`src/rtl/float_compare_sched.sv`:
```
// Round-robin scheduler that shares one combinational float comparator among
// NUM_REQ requesters for FEQ.S / FLT.S / FLE.S / FMIN.S / FMAX.S.

module float_comparator_comb (
    input  logic [31:0] a_i,
    input  logic [31:0] b_i,
    output logic        a_nan_o,
    output logic        b_nan_o,
    output logic        a_snan_o,
    output logic        b_snan_o,
    output logic        unordered_o,
    output logic        equal_o,
    output logic        less_o
);
    logic both_zero;
    logic mag_lt;
    logic mag_gt;

    assign a_nan_o     = (&a_i[30:23]) && (a_i[22:0] != 23'd0);
    assign b_nan_o     = (&b_i[30:23]) && (b_i[22:0] != 23'd0);
    assign a_snan_o    = a_nan_o && !a_i[22];
    assign b_snan_o    = b_nan_o && !b_i[22];
    assign unordered_o = a_nan_o || b_nan_o;
    assign both_zero   = (a_i[30:0] == 31'd0) && (b_i[30:0] == 31'd0);
    assign mag_lt      = a_i[30:0] < b_i[30:0];
    assign mag_gt      = a_i[30:0] > b_i[30:0];
    assign equal_o     = !unordered_o && ((a_i == b_i) || both_zero);

    // Sign-magnitude ordering: negative magnitudes compare in reverse.
    always_comb begin
        less_o = 1'b0;
        if (!unordered_o && !both_zero) begin
            if (a_i[31] != b_i[31]) begin
                less_o = a_i[31];
            end else if (a_i[31]) begin
                less_o = mag_gt;
            end else begin
                less_o = mag_lt;
            end
        end
    end
endmodule

module float_compare_sched #(
    parameter int          NUM_REQ   = 2,
    parameter int          ID_W      = 1,
    parameter logic [31:0] CANON_NAN = 32'h7FC00000
) (
    input  logic                  clk,
    input  logic                  reset_n,
    input  logic [NUM_REQ-1:0]    req_valid,
    output logic [NUM_REQ-1:0]    req_ready,
    input  logic [NUM_REQ*32-1:0] req_a,
    input  logic [NUM_REQ*32-1:0] req_b,
    input  logic [NUM_REQ*3-1:0]  req_op,
    output logic                  rsp_valid,
    input  logic                  rsp_ready,
    output logic [ID_W-1:0]       rsp_id,
    output logic [31:0]           rsp_result,
    output logic [4:0]            rsp_fflags,
    output logic [1:0]            dbg_state
);
    // Handshakes: a transfer happens on a rising edge where valid && ready;
    // rsp_valid and the response payload stay stable until rsp_ready is seen.

    localparam logic [1:0] ST_IDLE = 2'd0;
    localparam logic [1:0] ST_EVAL = 2'd1;
    localparam logic [1:0] ST_RESP = 2'd2;

    localparam logic [2:0] OP_FEQ  = 3'b000;
    localparam logic [2:0] OP_FLT  = 3'b001;
    localparam logic [2:0] OP_FLE  = 3'b010;
    localparam logic [2:0] OP_FMIN = 3'b011;
    localparam logic [2:0] OP_FMAX = 3'b100;

    logic [1:0]      state_q, state_d;
    logic [ID_W-1:0] rr_ptr_q, rr_ptr_d;
    logic [31:0]     a_q, a_d;
    logic [31:0]     b_q, b_d;
    logic [2:0]      op_q, op_d;
    logic [ID_W-1:0] id_q, id_d;
    logic [ID_W-1:0] rsp_id_q, rsp_id_d;
    logic [31:0]     rsp_result_q, rsp_result_d;
    logic [4:0]      rsp_fflags_q, rsp_fflags_d;

    logic [2*NUM_REQ-1:0] dbl_valid;
    logic [NUM_REQ-1:0]   rot_valid;
    logic                 grant_any;
    logic [ID_W:0]        grant_off;
    logic [ID_W:0]        grant_sum;
    logic [ID_W-1:0]      grant_id;
    logic                 req_fire;
    logic [31:0]          sel_a;
    logic [31:0]          sel_b;
    logic [2:0]           sel_op;

    logic        cmp_a_nan, cmp_b_nan, cmp_a_snan, cmp_b_snan;
    logic        cmp_unord, cmp_eq, cmp_lt;
    logic [31:0] eval_result;
    logic        eval_nv;

    // Rotating the valid vector by rr_ptr turns round-robin into a
    // lowest-set-bit search; the offset is then added back modulo NUM_REQ.
    assign dbl_valid = {req_valid, req_valid};
    assign rot_valid = NUM_REQ'(dbl_valid >> rr_ptr_q);

    always_comb begin
        grant_any = 1'b0;
        grant_off = '0;
        for (int k = NUM_REQ - 1; k >= 0; k--) begin
            if (rot_valid[k]) begin
                grant_any = 1'b1;
                grant_off = (ID_W+1)'(k);
            end
        end
        grant_sum = {1'b0, rr_ptr_q} + grant_off;
        if (grant_sum >= (ID_W+1)'(NUM_REQ)) begin
            grant_sum = grant_sum - (ID_W+1)'(NUM_REQ);
        end
        grant_id = grant_sum[ID_W-1:0];
    end

    always_comb begin
        req_ready = '0;
        if (state_q == ST_IDLE && grant_any) begin
            for (int i = 0; i < NUM_REQ; i++) begin
                req_ready[i] = (grant_id == ID_W'(i));
            end
        end
    end

    assign req_fire = (state_q == ST_IDLE) && grant_any;

    always_comb begin
        sel_a  = '0;
        sel_b  = '0;
        sel_op = '0;
        for (int i = 0; i < NUM_REQ; i++) begin
            if (grant_id == ID_W'(i)) begin
                sel_a  = req_a[32*i +: 32];
                sel_b  = req_b[32*i +: 32];
                sel_op = req_op[3*i +: 3];
            end
        end
    end

    float_comparator_comb u_cmp (
        .a_i         (a_q),
        .b_i         (b_q),
        .a_nan_o     (cmp_a_nan),
        .b_nan_o     (cmp_b_nan),
        .a_snan_o    (cmp_a_snan),
        .b_snan_o    (cmp_b_snan),
        .unordered_o (cmp_unord),
        .equal_o     (cmp_eq),
        .less_o      (cmp_lt)
    );

    always_comb begin
        eval_result = '0;
        eval_nv     = 1'b0;
        case (op_q)
            OP_FEQ: begin
                eval_result = {31'd0, cmp_eq};
                eval_nv     = cmp_a_snan || cmp_b_snan;
            end
            OP_FLT: begin
                eval_result = {31'd0, cmp_lt};
                eval_nv     = cmp_unord;
            end
            OP_FLE: begin
                eval_result = {31'd0, cmp_lt || cmp_eq};
                eval_nv     = cmp_unord;
            end
            OP_FMIN, OP_FMAX: begin
                eval_nv = cmp_a_snan || cmp_b_snan;
                if (cmp_a_nan && cmp_b_nan) begin
                    eval_result = CANON_NAN;
                end else if (cmp_a_nan) begin
                    eval_result = b_q;
                end else if (cmp_b_nan) begin
                    eval_result = a_q;
                end else if (cmp_eq) begin
                    // Only +0/-0 can be equal with differing signs.
                    if (a_q[31] != b_q[31]) begin
                        eval_result = ((op_q == OP_FMIN) == a_q[31]) ? a_q : b_q;
                    end else begin
                        eval_result = a_q;
                    end
                end else begin
                    eval_result = ((op_q == OP_FMIN) == cmp_lt) ? a_q : b_q;
                end
            end
            default: begin
                eval_result = '0;
                eval_nv     = 1'b0;
            end
        endcase
    end

    always_comb begin
        state_d      = state_q;
        rr_ptr_d     = rr_ptr_q;
        a_d          = a_q;
        b_d          = b_q;
        op_d         = op_q;
        id_d         = id_q;
        rsp_id_d     = rsp_id_q;
        rsp_result_d = rsp_result_q;
        rsp_fflags_d = rsp_fflags_q;
        case (state_q)
            ST_IDLE: begin
                if (req_fire) begin
                    a_d     = sel_a;
                    b_d     = sel_b;
                    op_d    = sel_op;
                    id_d    = grant_id;
                    state_d = ST_EVAL;
                    if (grant_id == ID_W'(NUM_REQ - 1)) begin
                        rr_ptr_d = '0;
                    end else begin
                        rr_ptr_d = grant_id + 1'b1;
                    end
                end
            end
            ST_EVAL: begin
                rsp_id_d     = id_q;
                rsp_result_d = eval_result;
                rsp_fflags_d = {eval_nv, 4'b0000};
                state_d      = ST_RESP;
            end
            ST_RESP: begin
                if (rsp_ready) begin
                    state_d = ST_IDLE;
                end
            end
            default: begin
                state_d = ST_IDLE;
            end
        endcase
    end

    always_ff @(posedge clk or negedge reset_n) begin
        if (!reset_n) begin
            state_q      <= ST_IDLE;
            rr_ptr_q     <= '0;
            a_q          <= '0;
            b_q          <= '0;
            op_q         <= '0;
            id_q         <= '0;
            rsp_id_q     <= '0;
            rsp_result_q <= '0;
            rsp_fflags_q <= '0;
        end else begin
            state_q      <= state_d;
            rr_ptr_q     <= rr_ptr_d;
            a_q          <= a_d;
            b_q          <= b_d;
            op_q         <= op_d;
            id_q         <= id_d;
            rsp_id_q     <= rsp_id_d;
            rsp_result_q <= rsp_result_d;
            rsp_fflags_q <= rsp_fflags_d;
        end
    end

    assign rsp_valid  = (state_q == ST_RESP);
    assign rsp_id     = rsp_id_q;
    assign rsp_result = rsp_result_q;
    assign rsp_fflags = rsp_fflags_q;
    assign dbg_state  = state_q;
endmodule

```
`config.mk`:
```
export PLATFORM = sky130hd
export DESIGN_NAME = float_compare_sched
export DESIGN_NICKNAME = d
export VERILOG_FILES = /design/src/rtl/float_compare_sched.sv
export SDC_FILE = /design/constraint.sdc
export NUM_CORES = 1
export LEC_CHECK = 0
export CAP_MARGIN = 20
export CORE_ASPECT_RATIO = 2
export CORE_MARGIN = 2
export CORE_UTILIZATION = 49
export CTS_BUF_LIST = sky130_fd_sc_hd__clkbuf_8
export DETAILED_ROUTE_END_ITERATION = 8
export HOLD_SLACK_MARGIN = 0.08
export PLACE_DENSITY = 0.83
export SLEW_MARGIN = 20
export SYNTH_ARGS = -nofsm -noshare
export SYNTH_HDL_FRONTEND = slang
export SYNTH_SLANG_ARGS = --single-unit
```
`constraint.sdc`:
```
create_clock -name clk -period 4.25 [get_ports clk]
set_input_delay 0.6375 -clock clk [delete_from_list [all_inputs] [get_ports clk]]
set_output_delay 0.6375 -clock clk [all_outputs]
set_load 0.1 [all_outputs]
```
==> run summary <==
The count of nets after finishing is 968. The number of buffers created by CTS came out at 9. The number of synthesis warnings came out at 0.

The normalized max-slew margin came out at 31.3%. In this run the number of H-tree levels came out at 3. The number of antenna violations at the first check in global routing is 0. The number of diodes is 0.

In the global route stage, overall resource usage came out at 32.4%. The fraction of final layout cells with drive strength greater than 1 is 4.73%. STA classifies the critical path endpoint as a register. The biggest area contributor in the post-synthesis netlist is dfrtp_1. The min-delay analysis places its worst path in the category in2async. In this run the worst path has a maximum fanout of 8. The worst setup path is launched from a register.

The fraction of synthesis flops using an asynchronous set or reset pin is 100%. The remaining antenna violation count is 0. The first routing iteration left 806 violations. The largest incremental delay on the critical path came out at 0.60 ns. The root buffer cell chosen for the clock tree is clkbuf_8. The portion of the post-synthesis area used by sequential elements came out at 43.5%. The count of final max-slew check failures is 0. Synthesis handed over a netlist of 642 instances. The via count of the first global-routing pass came out at 6,704.

The reg-to-reg setup timing slack is 0.65 ns. Grouping stages by cell kind, the critical path spends the most delay in simple AND/OR/NAND/NOR gates. The clock insertion delay at the later pin of the skew report came out at 0.39 ns.

The commonest cells after synthesis are dfrtp_1, inv_1, a222oi_1. The data required time of the worst path came out at 4.52 ns. The capture point of the worst reg-to-reg path is rsp_result[24]. After routing the design area is 8100 um2. Setup repair after global routing left no endpoint under its margin. The worst setup skew after layout is 0.0132 ns. The standby leakage power is 3.64 nW. The number of hold-slack violations in the final timing report came out at 0.

The area added between synthesis and finish came out at 34.1%. The area occupied by registers came out at 2630 um2. The maximum count of clock buffers along a single path came out at 2.

Among the stages of the critical path, the cell type that occurs most often is o21ai_1. The total number of clock tree sinks is 105. The via count came out at 6,453. The checks that failed: DRC. The floorplan die height came out at 161 um. The worst setup path is of the reg2reg kind.

The first global-routing pass estimated 33.0 mm of wire. The predominant post-synthesis flop cell is dfrtp_1. Summed over all layers, the routed wires come to 21.4 mm. The iteration count of the initial detailed-routing pass came out at 9. The number of instances resized during post-cts repair is 0.

The hold buffer count at CTS is 0. The core footprint came out at 12,100 um2. After filler insertion, the fill cell instance count of the layout stands at 980. After detailed routing, the average wire length per cell comes to 22.5 um.

The total number of placement rows is 57. For the pin with the worst max-slew slack, the measured transition is 1.03 ns. The residual overflow from global routing is 0. The buffer and inverter count on the worst path is 0. The flop and latch count out of synthesis is 105. 182 I/O pins were placed. The area of the die came out at 13,300 um2. During placement, the flow inserted port buffers numbering 177. The clock period minus worst slack came out at 3.60 ns.

The startpoint of the most critical register-to-register path is a_q[6]. The maximum resistive drop on vdd is 0.000586 V. Sorting the synthesized cells by area gives the leading types as dfrtp_1, a222oi_1, inv_1, ha_1, nand2_1.

TritonCTS built the clock tree. The number of flops mapped to enable cells by yosys came out at 0. The final critical-path share of the clock period is 84.8%. The fmax came out at 278 MHz. The number of buffers added for setup after CTS is 0.

The synthesized netlist contains 50 unique library cells. The via density per instance came out at 6.79. Routability-driven placement finished with a final weighted congestion of 0.914. The arrival time of the worst setup path came out at 3.87 ns. The post-synthesis instance area came out at 6040 um2. The synthesized area per cell came out at 9.41 um2. The die width came out at 82.5 um. Once the floorplan was initialized, standard cells occupied 49.8% of the core.

The largest net degree at the start of global routing came out at 75. In this run the cell area measured after placement is 7910 um2. The signal on the critical path passes through nor4_1 -> nand4_1 -> or4_1 -> nand3_1 -> nor2_1 -> a2111o_1 -> o21ai_1 -> mux2i_1 -> o21ai_1. For this design the ratio of total power to cell area is 863 nW/um2. After synthesis, the largest area contributor takes up 43.5% of total cell area. The post-DP HPWL came out at 15.6 mm. The run finished, with violations left. The register clock-pin slew on the reported worst setup and hold paths is 0.10 ns. The tool flagged a number of max-cap violations equal to 0. Measured in cells, the most critical reg-to-reg path has a length of 9. The footprint of the multi-input gates is 2830 um2. The number of setup violations in the final report is 0. On the critical path, the stage with the largest delay is an instance of nor4_1. Summed over all failing endpoints, the final setup total negative slack is 0 ns. The final routed DRC violation total is 5.
## per-layer routing
metal / vias up / GRT usage [%] / part of all wire [%]
li1: 2771 / - / -
met1: 3120 / 32.7 / 31
met2: 437 / 57.8 / 55
met3: 125 / 4.75 / 7.2
met4: 0 / 23.1 / 7.1
met5: - / 0 / 0
## worst max-delay path by stage
stage                  from              to  slack, ns  depth (start not counted)
finish               a_q[6]  rsp_result[24]       0.65                          9
floorplan           b_q[30]  rsp_result[14]       1.08                         13
CTS                  b_q[4]  rsp_result[24]       0.71                          9
detailed placement   b_q[4]  rsp_result[24]       0.75                          9
global route        b_q[13]   rsp_result[1]       0.41                         12
global placement     b_q[4]  rsp_result[24]       0.74                          9
## per-stage QoR
stage / worst slack (ns) / power (mW) / std cells / hold slack [ns] / utilization [%]
finish: 0.647 / 6.99 / 950 / 0.391 / 66.8
global placement: 0.744 / 6.17 / 934 / 0.451 / 65.3
CTS: 0.711 / 6.94 / 950 / 0.427 / 66.8
global route: 0.406 / 7.37 / 950 / 0.466 / 66.8
detailed placement: 0.751 / 6.31 / 934 / 0.466 / 65.3
floorplan: 1.08 / 5.02 / 645 / 0.342 / -
## kinds of logic after synthesis
group / share of synthesized area [%]
buf+inv: 10.2
flops: 43.5
other cells: 0.0621
simple gates: 10.1
mux: 0.331
fa+ha+maj: 6.42
xor+xnor: 0.290
compound gates: 29.1
## placed cells by master, fill, tap and decap left out, types with 2 or more instances in the layout
cell / n
nor4_1: 17
clkdlybuf4s50_1: 174
a21o_1: 3
a211oi_1: 3
a211o_1: 3
nand2b_1: 4
dfrtp_1: 105
conb_1: 4
buf_4: 15
inv_1: 105
clkinv_4: 2
a22oi_1: 25
o31ai_1: 3
mux2i_1: 2
o21ai_0: 11
nand2_1: 58
clkbuf_8: 11
nor2_1: 15
o22ai_1: 2
o21ai_1: 8
o211ai_1: 28
o221ai_1: 24
nand4_1: 17
ha_1: 31
nor3_1: 4
a21oi_1: 25
and2_1: 2
a222oi_1: 67
o21a_1: 3
nand3_1: 5
## cell type report
class,count,share of cell area (%)
clock buffers,11,1.87
multi-input cells,387,35.0
repair buffers,190,23.1
clock inverters,5,0.479
well taps,147,2.27
inverters,105,4.86
flip-flops and latches,105,32.4
## sequential cells by signal, summed over array words and instances (netlist names)
signal      count
a_q            32
b_q            32
rsp_result     32
op_q            3
dbg_state       2
id_q            1
rr_ptr_q        1
rsp_fflags      1
rsp_id          1
## power by group
group	switching, mW	internal [mW]	total (mW)
Combinational	2.89	1.32	4.21
Sequential	0.695	1.47	2.17
Clock	0.368	0.249	0.616
No activity file was read; power rests on OpenSTA's default activity.
